<file path="src/rtl/rcg_ctrl_pll_seq.sv">
// PLL power-up/lock sequencer on ref_clk: powers up and resets the PLL, qualifies lock,
// then releases the clock bypass. Lock timeout and loss of lock are reported as sticky status bits.
module rcg_ctrl_pll_seq #(
    parameter int RST_CYC      = 16,
    parameter int LOCK_TIMEOUT = 4096,
    parameter int LOCK_STABLE  = 64
) (
    input  logic ref_clk,
    input  logic hgrst_n,
    input  logic pll_en_r,
    input  logic sw_bypass_r,
    input  logic clr_err,
    input  logic pll_lock,
    output logic pll_pd,
    output logic pll_reset_n,
    output logic pll_bypass_r,
    output logic pll_locked,
    output logic pll_lock_err,
    output logic pll_lost_lock
);

    localparam int RW = $clog2(RST_CYC + 1);
    localparam int TW = $clog2(LOCK_TIMEOUT + 1);
    localparam int SW = $clog2(LOCK_STABLE + 1);

    typedef enum logic [2:0] {
        S_OFF,
        S_RESET,
        S_WAIT,
        S_STABLE,
        S_RUN,
        S_ERR
    } state_t;

    state_t         state_q, state_d;
    logic [RW-1:0]  rst_cnt_q, rst_cnt_d;
    logic [TW-1:0]  to_cnt_q, to_cnt_d;
    logic [SW-1:0]  stab_cnt_q, stab_cnt_d;
    logic           lock_m_q, lock_s_q;
    logic           lerr_q, lerr_d;
    logic           lost_q, lost_d;
    logic           pd_q, pd_d;
    logic           rstn_q, rstn_d;
    logic           byp_q, byp_d;
    logic           locked_q, locked_d;
    logic           to_hit;

    // Timeout is shared by WAIT and STABLE; it beats a same-cycle STABLE completion.
    assign to_hit = (to_cnt_q == TW'(LOCK_TIMEOUT - 1));

    always_comb begin
        state_d    = state_q;
        rst_cnt_d  = '0;
        to_cnt_d   = '0;
        stab_cnt_d = '0;
        lerr_d     = lerr_q & ~clr_err;
        lost_d     = lost_q & ~clr_err;
        if (!pll_en_r) begin
            state_d = S_OFF;
        end else begin
            case (state_q)
                S_OFF: state_d = S_RESET;
                S_RESET: begin
                    if (rst_cnt_q == RW'(RST_CYC - 1)) state_d = S_WAIT;
                    else rst_cnt_d = rst_cnt_q + RW'(1);
                end
                S_WAIT: begin
                    if (to_hit) begin
                        state_d = S_ERR;
                        lerr_d  = 1'b1;
                    end else begin
                        to_cnt_d = to_cnt_q + TW'(1);
                        if (lock_s_q) state_d = S_STABLE;
                    end
                end
                S_STABLE: begin
                    if (to_hit) begin
                        state_d = S_ERR;
                        lerr_d  = 1'b1;
                    end else begin
                        to_cnt_d = to_cnt_q + TW'(1);
                        if (!lock_s_q) state_d = S_WAIT;
                        else if (stab_cnt_q == SW'(LOCK_STABLE - 1)) state_d = S_RUN;
                        else stab_cnt_d = stab_cnt_q + SW'(1);
                    end
                end
                S_RUN: begin
                    if (!lock_s_q) begin
                        state_d = S_RESET;
                        lost_d  = 1'b1;
                    end
                end
                S_ERR: if (clr_err) state_d = S_OFF;
                default: state_d = S_OFF;
            endcase
        end
    end

    // Outputs are decoded from the next state so they move on the same edge as the state.
    always_comb begin
        pd_d     = (state_d == S_OFF) || (state_d == S_ERR);
        rstn_d   = (state_d == S_WAIT) || (state_d == S_STABLE) || (state_d == S_RUN);
        byp_d    = (state_d == S_RUN) ? sw_bypass_r : 1'b1;
        locked_d = (state_d == S_RUN);
    end

    always_ff @(posedge ref_clk or negedge hgrst_n) begin
        if (!hgrst_n) begin
            state_q    <= S_OFF;
            rst_cnt_q  <= '0;
            to_cnt_q   <= '0;
            stab_cnt_q <= '0;
            lock_m_q   <= 1'b0;
            lock_s_q   <= 1'b0;
            lerr_q     <= 1'b0;
            lost_q     <= 1'b0;
            pd_q       <= 1'b1;
            rstn_q     <= 1'b0;
            byp_q      <= 1'b1;
            locked_q   <= 1'b0;
        end else begin
            state_q    <= state_d;
            rst_cnt_q  <= rst_cnt_d;
            to_cnt_q   <= to_cnt_d;
            stab_cnt_q <= stab_cnt_d;
            lock_m_q   <= pll_lock;
            lock_s_q   <= lock_m_q;
            lerr_q     <= lerr_d;
            lost_q     <= lost_d;
            pd_q       <= pd_d;
            rstn_q     <= rstn_d;
            byp_q      <= byp_d;
            locked_q   <= locked_d;
        end
    end

    assign pll_pd        = pd_q;
    assign pll_reset_n   = rstn_q;
    assign pll_bypass_r  = byp_q;
    assign pll_locked    = locked_q;
    assign pll_lock_err  = lerr_q;
    assign pll_lost_lock = lost_q;

endmodule

</file>
<file path="config.mk">
export PLATFORM = sky130hd
export DESIGN_NAME = rcg_ctrl_pll_seq
export DESIGN_NICKNAME = d
export VERILOG_FILES = /design/src/rtl/rcg_ctrl_pll_seq.sv
export SDC_FILE = /design/constraint.sdc
export NUM_CORES = 1
export LEC_CHECK = 0
export ABC_CLOCK_PERIOD_IN_PS = 3400
export BUFFER_PORTS_ARGS = -buffer_cell sky130_fd_sc_hd__buf_2
export CORE_MARGIN = 2
export CORE_UTILIZATION = 55
export DETAILED_ROUTE_END_ITERATION = 10
export HOLD_SLACK_MARGIN = 0.15
export PLACE_DENSITY = 0.8
export SLEW_MARGIN = 10
export SYNTH_ARGS = -nofsm -noshare
export SYNTH_HDL_FRONTEND = slang
export SYNTH_SLANG_ARGS = --single-unit
</file>
<file path="constraint.sdc">
create_clock -name ref_clk -period 3.4 [get_ports ref_clk]
set_input_delay 0.68 -clock ref_clk [delete_from_list [all_inputs] [get_ports ref_clk]]
set_output_delay 0.68 -clock ref_clk [all_outputs]
set_load 0.005 [all_outputs]
</file>
### After elaboration in Yosys (flattened, before gate mapping)

Cells that the tools add are included.

| storage, ports and cells | value |
|---|---|
| output and inout bits | 6 |
| bits of input ports | 6 |
| flip-flop bits (word level) | 36 |
| logic and storage cells | 64 |

| cells by class | value |
|---|---|
| add/sub/neg operators | 3 |
| equal/unequal tests | 12 |
| reductions and logical operators | 6 |
| bitwise gates (word level) | 3 |
| muxes and demuxes | 28 |

Operators by type and width:

| cell | number |
|---|---|
| $mux W13 | 3 |
| $mux W7 | 5 |
| $mux W3 | 9 |
| $pmux W3 S6 | 1 |
| $mux W5 | 3 |
| $add A13 B1 Y13 const B | 1 |
| $eq A13 B12 Y1 const B | 1 |
| $eq A3 B2 Y1 const B | 4 |
| $eq A3 B3 Y1 const B | 4 |
| $add A7 B1 Y7 const B | 1 |
| $eq A7 B6 Y1 const B | 1 |
| $mux W1 | 7 |
| $logic_not A3 Y1 | 2 |
| $add A5 B1 Y5 const B | 1 |
| $eq A5 B4 Y1 const B | 1 |
| $eq A3 B1 Y1 const B | 1 |
| $logic_or A1 B1 Y1 | 3 |
| $and A1 B1 Y1 | 2 |
| $reduce_or A2 Y1 | 1 |
| $not A1 Y1 | 1 |

### Longest topological paths before layout

| logic depth | value |
|---|---|
| depth in word-level cells | 9 |
| mapped depth | 7 |
| gate-level depth less buffers | 7 |

### Least setup slack after synthesis

Ideal clock, no wire load.

| path | value |
|---|---|
| path type | reg-to-reg |
| start | register to_cnt_q[0] |
| end | register byp_q, in the netlist pll_bypass_r |
| path slack | 1.454 ns |
| required time | 3.312 ns |
| clock period less this slack | 1.946 ns |
| arrival time | 1.858 ns |
| buffers on the path | 0 |
| library setup time | 0.088 ns |
| cell stages (with the launch flop) | 8 |
| cells stage by stage | dfrtp_1 -> ha_1 -> nand3_2 -> or4_4 -> nand2_2 -> o2bb2ai_4 -> nand2_4 -> or3_1 |

| between the ends | value |
|---|---|
| longest elaborated chain between the ends | 6 |
| elaborated cells between the ends (all ways) | 7 |
| those cells by class | eq/ne (2); mux (5) |

RTL lines:

| item | RTL line | RTL |
|---|---|---|
| from (decl) | 37 | `logic [TW-1:0] to_cnt_q, to_cnt_d;` |
| from (signal assigned) | 124 | `to_cnt_q <= to_cnt_d;` |
| $eq A13 B12 Y1 * | 49 | `assign to_hit = (to_cnt_q == TW'(LOCK_TIMEOUT - 1));` |
| $mux W3, on equally long branches | 77, 68 |  |
| $pmux W3 S6 * | 61 | `case (state_q)` |
| $mux W3 * | 58 | `if (!pll_en_r) begin` |
| $eq A3 B3 Y1 * | 103 | `byp_d = (state_d == S_RUN) ? sw_bypass_r : 1'b1;` |
| $mux W1 * | 103 |  |
| named net byp_d | 44 | `logic byp_q, byp_d;` |
| to (signal assigned) | 132 | `byp_q <= byp_d;` |
| to (decl) | 44 |  |

Mark *: on every way through the listed nets, which the timed path passes. The rest lies on a longest branch.

### Final worst setup path

| path | value |
|---|---|
| start | register to_cnt_q[0] |
| end | register stab_cnt_q[3] |

| between the ends | value |
|---|---|
| longest elaborated chain between the ends | 4 |

RTL lines:

| item | RTL line | RTL |
|---|---|---|
| $eq A13 B12 Y1 | 49 |  |
| $mux W7 | 77 | `if (to_hit) begin` |
| $mux W7 | 61 |  |
| $mux W7 | 58 |  |
| named net stab_cnt_d[3] | 38 | `logic [SW-1:0] stab_cnt_q, stab_cnt_d;` |
| to (signal assigned) | 125 | `stab_cnt_q <= stab_cnt_d;` |
| to (decl) | 38 |  |

The timed path passes the listed nets, and every way through them passes these cells.

==> results by group <==
Power
  • Switching share of power: 23.1%
  • Switch Pwr: 0.000162 W
  • VDD IR max: 0.197 mV
  • Clock network fraction of design power: 34.8%
  • Cell internal power dissipation: 0.000539 W
  • Portion of total power attributed to combinational logic: 3.0%
  • Flop pwr share: 62.2%
  • Leakage: 0.824 nW
  • Power density cells: 392 nW/um^2

STA
  • Worst-margin pin slew: 0.772 ns
  • Final setup fails: 0
  • Worst hold slack after final layout: 0.363 ns
  • Max Clock Skew: 0.0129 ns
  • Max Transition Viols Final: 0
  • Setup repair after global routing missed its margin: false
  • Achievable frequency: 441 MHz
  • Final period utilization: 66.7%
  • Summed negative setup slack over all endpoints: 0 ns
  • Number of failing hold endpoints at the final stage: 0
  • Relative slew margins: 48.5%
  • Final period demand of the worst path: 2.27 ns

Layout
  • Multi-input gate area in the final layout: 707 um^2
  • Filler Cells Inserted: 220
  • Proportion of layout cells with a drive suffix above 1: 18.7%
  • Combined flip-flop and latch cell area: 903 um^2
  • Area growth from synthesis to layout: 8.01%
  • Antenna fix cells: 0
  • Final-stage net count: 179

Worst setup path
  • Worst setup path category: register to register
  • CP Max Fanout: 14
  • Number of buffers and inverters on the critical path: 0
  • CP arrival: 2.50 ns
  • CP peak stage delay: 0.58 ns
  • Critical-path top delay cell: sky130_fd_sc_hd__or4_4
  • Cell-by-cell trace of the critical path: ha_1 > nand3_2 > or4_4 > nand3_1 > nor2_1 > o21ai_0 > nor2_1
  • Data required time at the worst endpoint: 3.63 ns
  • Most numerous cell on the critical path: sky130_fd_sc_hd__nor2_1
  • Sort of element at the end of the critical path: register
  • Kind of start point of the critical path: register
  • Crit-path leading delay family: simple AND/OR/NAND/NOR gates

Drt
  • Vias after detailed routing: 1129
  • Routed length per instance: 13.4 um
  • Post-route DRC: 1
  • Total iterations of the first detailed-routing run: 7
  • Via density per instance: 5.59
  • Iteration-0 DRC count of the detailed router: 30
  • Number of antenna-violating nets in the routed design: 0
  • Total length of routed wires: 2710 um

Run status
  • Result of the run: finished, violations left
  • Failing checks: DRC

Clock tree
  • Reg clk slew, reported paths: 0.11 ns
  • Worst-Skew Late Latency: 0.34 ns
  • Total CTS buffers: 5
  • Number of levels the H-tree was split into: 2
  • # clock sinks: 36
  • CTS tree: yes
  • Deepest clock path buffer count: 2
  • Root cell of the clock tree: sky130_fd_sc_hd__clkbuf_4
  • Post-CTS Setup Inserts: 0
  • # resized after CTS: 0
  • Number of buffers added to fix hold violations after cts: 0

Synth
  • Per-instance average area after synthesis: 10.7 um^2
  • Yosys top cell area share: 51.4%
  • Post-synthesis cell area: 1660 um^2
  • Yosys cell types: 40
  • Number of synthesized flops with an enable pin: 0
  • Synthesized instance count: 155
  • Async set-or-reset flop fraction in the synthesized netlist: 100%
  • Sequential cell area fraction in the yosys report: 54.5%
  • Commonest register cell after synthesis: sky130_fd_sc_hd__dfrtp_1
  • Library cell with the largest summed area after synthesis: sky130_fd_sc_hd__dfrtp_1
  • Total nets after synthesis: 164
  • Synth Warn #: 0
  • Number of synthesized register bits: 36
  • Main area contributors after synthesis: sky130_fd_sc_hd__dfrtp_1 (51%), sky130_fd_sc_hd__nor2_1 (6.1%), sky130_fd_sc_hd__xor2_1 (4.8%), sky130_fd_sc_hd__xnor2_1 (4.2%), sky130_fd_sc_hd__dfstp_2 (3.2%)

Global routing
  • Via count of the first global-routing pass: 1190
  • Global-route wire length before repair: 5000 um
  • Total routing usage reported by global routing: 19.2%
  • Grt total ovfl: 0
  • Antenna violations before repair: 0
  • Pin count of the biggest net entering global routing: 37

Place
  • Number of I/O port buffers: 11
  • Placer's final routability congestion estimate: 0.812
  • Total half-perimeter wirelength after legalization and detailed placement: 1930 um

Run
  • Maximum capacitance violations: 0

Floorplan
  • Initial Utilization: 59.1%
  • Die Y: 58.9 um
  • Row count: 19
  • Horiz. Die Dim: 58.9 um
  • Core region area: 2810 um^2
  • Number of placed I/O pins: 12
  • Area enclosed by the die boundary: 3470 um^2

Worst hold path
  • Min-Delay Path Class: register to register
-- cell families after synthesis --
logic type / share of synthesized area (%)
buffers and inverters: 2.79
AOI/OAI and AO/OA: 6.42
and+or+nand+nor: 25.0
adders and majority gates: 2.27
xor gates and xnor gates: 8.99
DFF: 54.5
-- cell usage in the layout (no fill, tap or decap), drive strengths merged --
master	synthesis	routed
and3	6	6
and2	5	5
nor3	3	3
xor2	9	9
clkbuf	0	6
nor2	27	27
clkinvlp	0	2
dfrtp	34	34
and2b	1	1
and3b	1	1
a31o	1	1
nor4b	1	1
o22ai	1	1
nand3	11	11
a21oi	2	2
dfstp	2	2
ha	3	3
o211ai	1	1
buf	3	11
a221oi	1	1
o2bb2ai	1	1
or3	1	1
nand3b	1	1
xnor2	8	8
nor4bb	1	1
a31oi	1	1
inv	5	5
nand2	14	14
nand4	3	3
nand4b	1	1
nor3b	1	1
o21ai	4	4
o2111a	1	1
or4	1	1
-- state kept, by name (all words and copies together), names as in the netlist, 3 cells and up --
signal and cells:
stab_cnt_q 7, to_cnt_q 13, rst_cnt_q 5, state_q 3
-- final cells by class --
class,count,area share (%)
multi-input combinational,111,39.5
timing repair buffer,11,3.08
clock inverter,2,0.839
inverter,5,1.05
tap,31,2.17
sequential,36,50.5
clock buffer,6,2.87
-- metal layers --
| layer | GRT usage [%] | share of wire [%] | vias up | wire length (um) |
|---|---|---|---|---|
| met5 | 0 | 0 | - | 0 |
| met4 | 6.49 | 1.5 | 0 | 41 |
| met3 | 5.93 | 3.7 | 6 | 101 |
| met2 | 32.4 | 51 | 14 | 1370 |
| met1 | 23.4 | 44 | 554 | 1200 |
| li1 | - | - | 555 | - |
-- power by group through the flow --
stage	Clock, W	Combinational [W]	Sequential (W)
floorplan	0	0.00000935	0.000442
global placement	0	0.0000207	0.000443
detailed placement	0	0.0000215	0.000444
CTS	0.000250	0.0000217	0.000436
global route	0.000269	0.0000243	0.000437
finish	0.000244	0.0000210	0.000436
-- Yosys cell counts, types with 2 or more instances --
cell type                  n
sky130_fd_sc_hd__o21ai_0   3
sky130_fd_sc_hd__nand3_1  10
sky130_fd_sc_hd__xnor2_1   8
sky130_fd_sc_hd__inv_1     5
sky130_fd_sc_hd__nand2_1  12
sky130_fd_sc_hd__xor2_1    9
sky130_fd_sc_hd__nor3_1    3
sky130_fd_sc_hd__nor2_1   27
sky130_fd_sc_hd__and3_1    4
sky130_fd_sc_hd__and3_2    2
sky130_fd_sc_hd__ha_1      3
sky130_fd_sc_hd__dfstp_2   2
sky130_fd_sc_hd__a21oi_1   2
sky130_fd_sc_hd__buf_6     2
sky130_fd_sc_hd__and2_1    4
sky130_fd_sc_hd__nand4_1   2
sky130_fd_sc_hd__dfrtp_1  34
-- metrics by stage --
stage / instances / area, um^2 / setup slack (ns) / utilization, % / total power, W
3_3_place_gp: 194 / 1720 / 1.24 / 61.4 / 0.000464
3_5_place_dp: 194 / 1720 / 1.13 / 61.4 / 0.000465
4_1_cts: 202 / 1790 / 1.12 / 63.8 / 0.000708
2_1_floorplan: 155 / 1660 / 1.45 / - / 0.000451
5_1_grt: 202 / 1790 / 0.889 / 63.8 / 0.000730
6_report: 202 / 1790 / 1.13 / 63.8 / 0.000701
-- final timing paths --
check	from	endpoint	slack, ns	cells after the start
max in group asynchronous	hgrst_n	pll_locked	2.50	1
min in group asynchronous	hgrst_n	rst_cnt_q[3]	0.40	1
max reg2reg	to_cnt_q[0]	stab_cnt_q[3]	1.13	7
max	to_cnt_q[0]	stab_cnt_q[3]	1.13	7
min reg2reg	lock_m_q	lock_s_q	0.36	0
min	lock_m_q	lock_s_q	0.36	0
No activity file was read; power rests on OpenSTA's default activity.
